--- src/rtl/modbus_rx_framer.sv ---
// Modbus RTU receive framer: t1.5/t3.5 silence delimiting, frame buffer, CRC/length/address check.
// Optional `MODBUS_RX_BROADCAST_EN accepts address 0x00 in addition to dev_addr.
module modbus_rx_framer #(
  parameter int unsigned T15_CYCLES = 85938,
  parameter int unsigned T35_CYCLES = 200521,
  parameter int unsigned MAX_LEN    = 256
) (
  input  logic        clk,
  input  logic        rst_n,
  input  logic [7:0]  rx_data,
  input  logic        rx_valid,
  input  logic        rx_err,
  input  logic [7:0]  dev_addr,
  output logic        crc_en,
  output logic        crc_clr,
  output logic [7:0]  crc_data,
  input  logic [15:0] crc_in,
  output logic        busy,
  output logic        frame_valid,
  output logic        frame_err,
  output logic [1:0]  err_code,
  output logic [8:0]  frame_len,
  input  logic [7:0]  buf_rd_addr,
  output logic [7:0]  buf_rd_data
);

  localparam int unsigned SilW  = $clog2(T35_CYCLES + 1);
  localparam int unsigned AddrW = (MAX_LEN > 1) ? $clog2(MAX_LEN) : 1;
  localparam logic [SilW-1:0] T15    = SilW'(T15_CYCLES);
  localparam logic [SilW-1:0] T35    = SilW'(T35_CYCLES);
  localparam logic [8:0]      MaxLen = 9'(MAX_LEN);

  localparam logic [1:0] ErrCrc   = 2'd0;
  localparam logic [1:0] ErrShort = 2'd1;
  localparam logic [1:0] ErrOvf   = 2'd2;
  localparam logic [1:0] ErrGap   = 2'd3;

  typedef enum logic [2:0] {
    StInit,
    StIdle,
    StRecv,
    StGap,
    StCheck
  } state_e;

  state_e state_q, state_d;

  logic [SilW-1:0] sil_q, sil_d;
  logic [8:0]      cnt_q, cnt_d;
  logic            gap_q, gap_d;
  logic            ovf_q, ovf_d;
  logic [7:0]      first_q, first_d;
  logic            init_q;

  logic            crc_en_q, crc_en_d;
  logic            crc_clr_q, crc_clr_d;
  logic [7:0]      crc_data_q, crc_data_d;
  logic            frame_valid_q, frame_valid_d;
  logic            frame_err_q, frame_err_d;
  logic [1:0]      err_code_q, err_code_d;
  logic [8:0]      frame_len_q, frame_len_d;
  logic [7:0]      rd_data_q;

  logic             wr_en;
  logic [AddrW-1:0] wr_addr;
  logic [AddrW-1:0] rd_idx;
  logic             rd_in_range;
  logic             addr_ok;
  logic             bcast_ok;

  logic [7:0] frame_mem [MAX_LEN];

`ifdef MODBUS_RX_BROADCAST_EN
  assign bcast_ok = (first_q == 8'h00);
`else
  assign bcast_ok = 1'b0;
`endif

  assign addr_ok = (first_q == dev_addr) || bcast_ok;

  // Silence counter: any UART event restarts it; it parks at t3.5.
  always_comb begin
    if (rx_valid || rx_err) begin
      sil_d = '0;
    end else if (sil_q == T35) begin
      sil_d = sil_q;
    end else begin
      sil_d = sil_q + 1'b1;
    end
  end

  always_comb begin
    state_d       = state_q;
    cnt_d         = cnt_q;
    gap_d         = gap_q;
    ovf_d         = ovf_q;
    first_d       = first_q;
    wr_en         = 1'b0;
    wr_addr       = '0;
    crc_en_d      = 1'b0;
    crc_clr_d     = 1'b0;
    crc_data_d    = crc_data_q;
    frame_valid_d = 1'b0;
    frame_err_d   = 1'b0;
    err_code_d    = err_code_q;
    frame_len_d   = frame_len_q;

    unique case (state_q)
      StInit: begin
        if (!rx_valid && !rx_err && (sil_q == T35)) begin
          state_d = StIdle;
        end
      end

      // CHECK lasts one cycle and then behaves like IDLE, so a start byte there is kept.
      StIdle, StCheck: begin
        if (rx_err) begin
          state_d = StInit;
        end else if (rx_valid) begin
          state_d    = StRecv;
          cnt_d      = 9'd1;
          gap_d      = 1'b0;
          ovf_d      = 1'b0;
          first_d    = rx_data;
          wr_en      = 1'b1;
          wr_addr    = '0;
          crc_en_d   = 1'b1;
          crc_data_d = rx_data;
        end else begin
          state_d = StIdle;
        end
      end

      StRecv, StGap: begin
        if (rx_err) begin
          gap_d = 1'b1;
        end
        if (rx_valid) begin
          if (state_q == StGap) begin
            gap_d = 1'b1;
          end
          if (cnt_q < MaxLen) begin
            wr_en      = 1'b1;
            wr_addr    = AddrW'(cnt_q);
            crc_en_d   = 1'b1;
            crc_data_d = rx_data;
            cnt_d      = cnt_q + 9'd1;
          end else begin
            ovf_d = 1'b1;
          end
          state_d = StRecv;
        end else if (!rx_err) begin
          if ((state_q == StRecv) && (sil_q == T15)) begin
            state_d = StGap;
          end else if ((state_q == StGap) && (sil_q == T35)) begin
            // Verdict is registered here so the pulse lands in the CHECK cycle.
            state_d     = StCheck;
            frame_len_d = cnt_q;
            if (addr_ok) begin
              frame_err_d = 1'b1;
              if (gap_q) begin
                err_code_d = ErrGap;
              end else if (ovf_q) begin
                err_code_d = ErrOvf;
              end else if (cnt_q < 9'd4) begin
                err_code_d = ErrShort;
              end else if (crc_in != 16'h0000) begin
                err_code_d = ErrCrc;
              end else begin
                frame_err_d   = 1'b0;
                frame_valid_d = 1'b1;
              end
            end
          end
        end
      end

      default: begin
        state_d = StInit;
      end
    endcase

    if (state_d == StCheck) begin
      crc_clr_d = 1'b1;
    end
    if ((state_d == StInit) && ((state_q != StInit) || init_q)) begin
      crc_clr_d = 1'b1;
    end
  end

  always_ff @(posedge clk) begin
    if (!rst_n) begin
      state_q       <= StInit;
      sil_q         <= '0;
      cnt_q         <= '0;
      gap_q         <= 1'b0;
      ovf_q         <= 1'b0;
      first_q       <= '0;
      init_q        <= 1'b1;
      crc_en_q      <= 1'b0;
      crc_clr_q     <= 1'b0;
      crc_data_q    <= '0;
      frame_valid_q <= 1'b0;
      frame_err_q   <= 1'b0;
      err_code_q    <= '0;
      frame_len_q   <= '0;
    end else begin
      state_q       <= state_d;
      sil_q         <= sil_d;
      cnt_q         <= cnt_d;
      gap_q         <= gap_d;
      ovf_q         <= ovf_d;
      first_q       <= first_d;
      init_q        <= 1'b0;
      crc_en_q      <= crc_en_d;
      crc_clr_q     <= crc_clr_d;
      crc_data_q    <= crc_data_d;
      frame_valid_q <= frame_valid_d;
      frame_err_q   <= frame_err_d;
      err_code_q    <= err_code_d;
      frame_len_q   <= frame_len_d;
    end
  end

  always_ff @(posedge clk) begin
    if (rst_n && wr_en) begin
      frame_mem[wr_addr] <= rx_data;
    end
  end

  assign rd_idx      = AddrW'(buf_rd_addr);
  assign rd_in_range = (32'(buf_rd_addr) < MAX_LEN);

  always_ff @(posedge clk) begin
    if (!rst_n) begin
      rd_data_q <= '0;
    end else if (rd_in_range) begin
      rd_data_q <= frame_mem[rd_idx];
    end else begin
      rd_data_q <= '0;
    end
  end

  assign crc_en      = crc_en_q;
  assign crc_clr     = crc_clr_q;
  assign crc_data    = crc_data_q;
  assign busy        = (state_q == StRecv) || (state_q == StGap) || (state_q == StCheck);
  assign frame_valid = frame_valid_q;
  assign frame_err   = frame_err_q;
  assign err_code    = err_code_q;
  assign frame_len   = frame_len_q;
  assign buf_rd_data = rd_data_q;

endmodule

--- config.mk ---
export PLATFORM = sky130hd
export DESIGN_NAME = modbus_rx_framer
export DESIGN_NICKNAME = d
export VERILOG_FILES = /design/src/rtl/modbus_rx_framer.sv
export SDC_FILE = /design/constraint.sdc
export NUM_CORES = 2
export LEC_CHECK = 0
export CAP_MARGIN = 20
export CORE_MARGIN = 2
export CORE_UTILIZATION = 60
export DETAILED_ROUTE_END_ITERATION = 8
export HOLD_SLACK_MARGIN = 0.06
export PLACE_DENSITY = 0.76
export RECOVER_POWER = 50
export REMOVE_ABC_BUFFERS = 1
export SETUP_SLACK_MARGIN = 0.5
export SLEW_MARGIN = 15
export SYNTH_ARGS = -nofsm -noshare
export SYNTH_HDL_FRONTEND = slang
export SYNTH_SLANG_ARGS = --single-unit
--- constraint.sdc ---
create_clock -name clk -period 3.5 [get_ports clk]
set_input_delay 0.7 -clock clk [delete_from_list [all_inputs] [get_ports clk]]
set_output_delay 0.7 -clock clk [all_outputs]
set_load 0.05 [all_outputs]
==> flow_metrics.py <==
metrics = {
    "outcome": {
        "status": "complete, but fails checks",
        "violations": "max-capacitance violations, max-slew violations",
    },
    "finish": {
        "finish.instance_area_sq_um": 96100,
        "syn2layout_area_growth_pct": 15.8,
        "regArea_sq_um": 62900,
        "final_core_util_pct": 70.0,
        "fillers": 8004,
        "drive_gt1_share_pct": 27.9,
        "nets": 4885,
        "multi_input_area_sq_um": 18500,
        "final_cells": 6808,
    },
    "synth": {
        "ys_ff_latch": 2120,
        "ys_types": 73,
        "ys_warn_count": 0,
        "synth-edff-count": 2048,
        "async_flop_share_pct": 0,
        "syn_inst": 4238,
        "avgSynthCellArea_sq_um": 19.6,
        "ys.flop_type": "edfxtp_1",
        "synthesis.area_sq_um": 83000,
        "ys_seq_area_share_pct": 75.9,
    },
    "grt": {
        "grt.total_usage_pct": 31.6,
        "grt_max_degree": 117,
        "grt_pass1_wl_mm": 319,
        "first_global_vias": 45787,
        "overflow": 0,
        "antenna_found_initial": 11,
    },
    "timing": {
        "tns_ns": 0,
        "maxSlewViolCount": 643,
        "fin_crit_sh_pct": 89.1,
        "hold_violations": 0,
        "max_slew.worst_pin.slew_ns": 2.76,
        "fin_crit_ns": 3.12,
        "fmax_ghz": 0.321,
        "rsz0062_at_grt": "no",
        "slew_headroom_pct": -84.0,
        "clock_skew_ns": 0.0284,
        "setup_viol": 0,
    },
    "worst_setup_path": {
        "worstPathRequired_ns": 4.27,
        "endpoint_kind": "register",
        "cp.arrival_ns": 3.89,
        "cp_max_fo": 21,
        "path_class": "in2reg",
        "startpoint_type": "input port",
    },
    "min_path": {
        "hp-class": "reg2reg",
    },
    "floorplanning": {
        "design.core.area_sq_um": 137000,
        "pin_count": 76,
        "fp-row-count": 136,
        "start_util_pct": 60.4,
        "die_h_um": 376,
        "dieArea_sq_um": 141000,
        "die-width_um": 376,
    },
    "clock_tree": {
        "cts_tree": "done",
        "clk_pin_slew_worst_paths_ns": 0.07,
        "cts_buffers": 198,
        "clock-root-buffer": "clkbuf_16",
        "clk_latency_ns": 0.86,
        "clock_path_buffers": 3,
        "post_cts_buffers": 0,
        "cts_htree_levels": 4,
        "cts-hold-fix-buffers": 0,
        "clkSinkCount": 2120,
    },
    "place": {
        "placed_cells": 6431,
        "port_buffers": 75,
        "dpl_cell_area_sq_um": 89700,
        "gp_congestion": 0.952,
        "dp_hpwl_mm": 141,
    },
    "flow_run": {
        "max_cap_violations": 9,
    },
    "detailed_routing": {
        "num_vias": 46260,
        "wire_per_inst_um": 32.5,
        "drtAntennaViolNets": 0,
        "drc_errors": 0,
        "finalWirelength_mm": 221,
        "initialDrtViolationCount": 7200,
        "firstDrtPassIters": 5,
        "viasPerCell": 6.79,
    },
    "pwr": {
        "powerDensity_nw_per_um2": 541,
        "power_leakage_uw": 0.0312,
        "total_power_uw": 52000,
        "max-vdd-ir-drop_v": 0.000582,
    },
}
path summary, 6_finish.rpt:
path / from / end / slack (ns) / depth (start not counted)
worst min-delay path: crc_data[7] / crc_data[7] / 0.46 / 2
worst max-delay path: buf_rd_addr[6] / buf_rd_data[2] / 0.38 / 9
worst max register to register: state_q[2] / frame_mem[134][3] / 0.51 / 9
worst min register to register: crc_data[7] / crc_data[7] / 0.46 / 2
layer usage:
layer	share of wire [%]	global-route usage, %	vias up
met5	0.036	0	-
met4	4.6	13.7	12
met3	13	7.60	527
met2	47	48.6	3513
met1	35	44.0	23576
li1	-	-	18632
critical path: stages:
cell             delay [ns]
clkdlybuf4s50_1        0.51
buf_12                 0.21
or3b_2                 0.24
buf_12                 0.17
nor3_1                 0.06
nor4_1                 0.67
nand4_1                0.41
or4_1                  0.74
o21ai_0                0.13
sequential cells by signal, indices dropped and copies added, names as in the netlist, 3 cells and up:
signal / count
frame_len: 9
first_q: 8
sil_q: 18
cnt_q: 9
frame_mem: 2048
buf_rd_data: 8
state_q: 3
crc_data: 8
logic make-up (layout without fill, tap and decap cells):
| group | Yosys count | count (layout) | share of synthesized area, % |
|---|---|---|---|
| flops | 2120 | 2120 | 75.9 |
| simple gates | 748 | 748 | 4.18 |
| mux | 654 | 654 | 14.3 |
| compound gates | 405 | 405 | 3.46 |
| buf+inv | 281 | 1052 | 1.90 |
| fa+ha+maj | 4 | 4 | 0.0603 |
| xor+xnor | 26 | 26 | 0.274 |
| other cells | 0 | 5 | 0 |
cell usage in the layout, fill, tap and decap left out, drive strengths merged, types with 9 or more instances in the layout:
master / synthesis / layout
buf: 132 / 573
a221oi: 37 / 37
a211oi: 13 / 13
and2: 14 / 14
bufinv: 0 / 20
or3: 23 / 23
o221ai: 24 / 24
edfxtp: 2048 / 2048
nor3: 47 / 47
a21oi: 51 / 51
o21ai: 63 / 63
clkdlybuf4s50: 0 / 57
clkbuf: 138 / 265
nor4: 29 / 29
o311ai: 10 / 10
xor2: 12 / 12
nor2: 353 / 353
and3: 13 / 13
mux2: 54 / 54
nand2: 109 / 109
xnor2: 14 / 14
nand3: 76 / 76
clkinv: 0 / 98
inv: 11 / 22
o22a: 16 / 16
clkinvlp: 0 / 13
mux2i: 183 / 183
nor3b: 14 / 14
mux4: 417 / 417
dfxtp: 72 / 72
nand4: 17 / 17
o22ai: 54 / 54
a22oi: 77 / 77
a2111oi: 16 / 16
nor2b: 10 / 10
nand2b: 10 / 10
or4: 9 / 9
cells in the mapped netlist (7+ instances only):
master,count,area (sq um)
a2111oi_0,16,140
a211oi_1,13,97.6
a21oi_1,51,255
a221oi_1,37,324
a22oi_1,77,578
a31o_2,7,61.3
and2_1,13,81.3
and3_1,13,81.3
buf_1,11,41.3
buf_2,54,270
buf_4,29,218
buf_6,27,304
buf_8,8,120
clkbuf_1,138,518
dfxtp_1,72,1440
edfxtp_1,2048,61500
inv_1,11,41.3
mux2_2,54,608
mux2i_1,183,1830
mux4_2,414,9320
nand2_1,109,409
nand2b_1,10,62.6
nand3_1,76,380
nand4_1,17,106
nor2_1,353,1330
nor2b_1,10,62.6
nor3_1,47,235
nor3b_1,14,105
nor4_1,29,181
o211ai_1,7,52.6
o21ai_0,63,315
o221ai_1,24,210
o22a_1,16,140
o22ai_1,53,332
o311ai_0,9,78.8
or3_1,23,144
or4_1,9,67.6
xnor2_1,14,123
xor2_1,12,105
per-stage QoR:
step	hold slack, ns	setup WS [ns]
after detailed placement	0.447	-0.334
after global routing	0.478	0.411
after global placement	0.438	-0.325
after CTS	0.271	0.440
final	0.461	0.381
after floorplan	0.454	-0.0397
area by class of cell:
type,count,area share (%)
Sequential cell,2120,65.5
Multi-Input combinational cell,1837,19.3
Timing Repair Buffer,669,6.01
Clock buffer,230,5.36
Tap cell,1794,2.34
Clock inverter,142,1.43
Inverter,11,0.0443
Antenna cell,5,0.0130
timing repair:
item | CTS | global route
endpoints found under the hold margin | 0 | 0
cloned | 0 | 0
endpoints found under the setup margin | 3 | 3
gates resized for setup | 3 | 4
pin swaps | 0 | 0
power breakdown:
group	internal, uW	switching, uW	total, uW
combinational	940	1680	2620
clock	12100	9410	21500
sequential	27800	36.6	27900
Power figures use the tool's default switching activity.
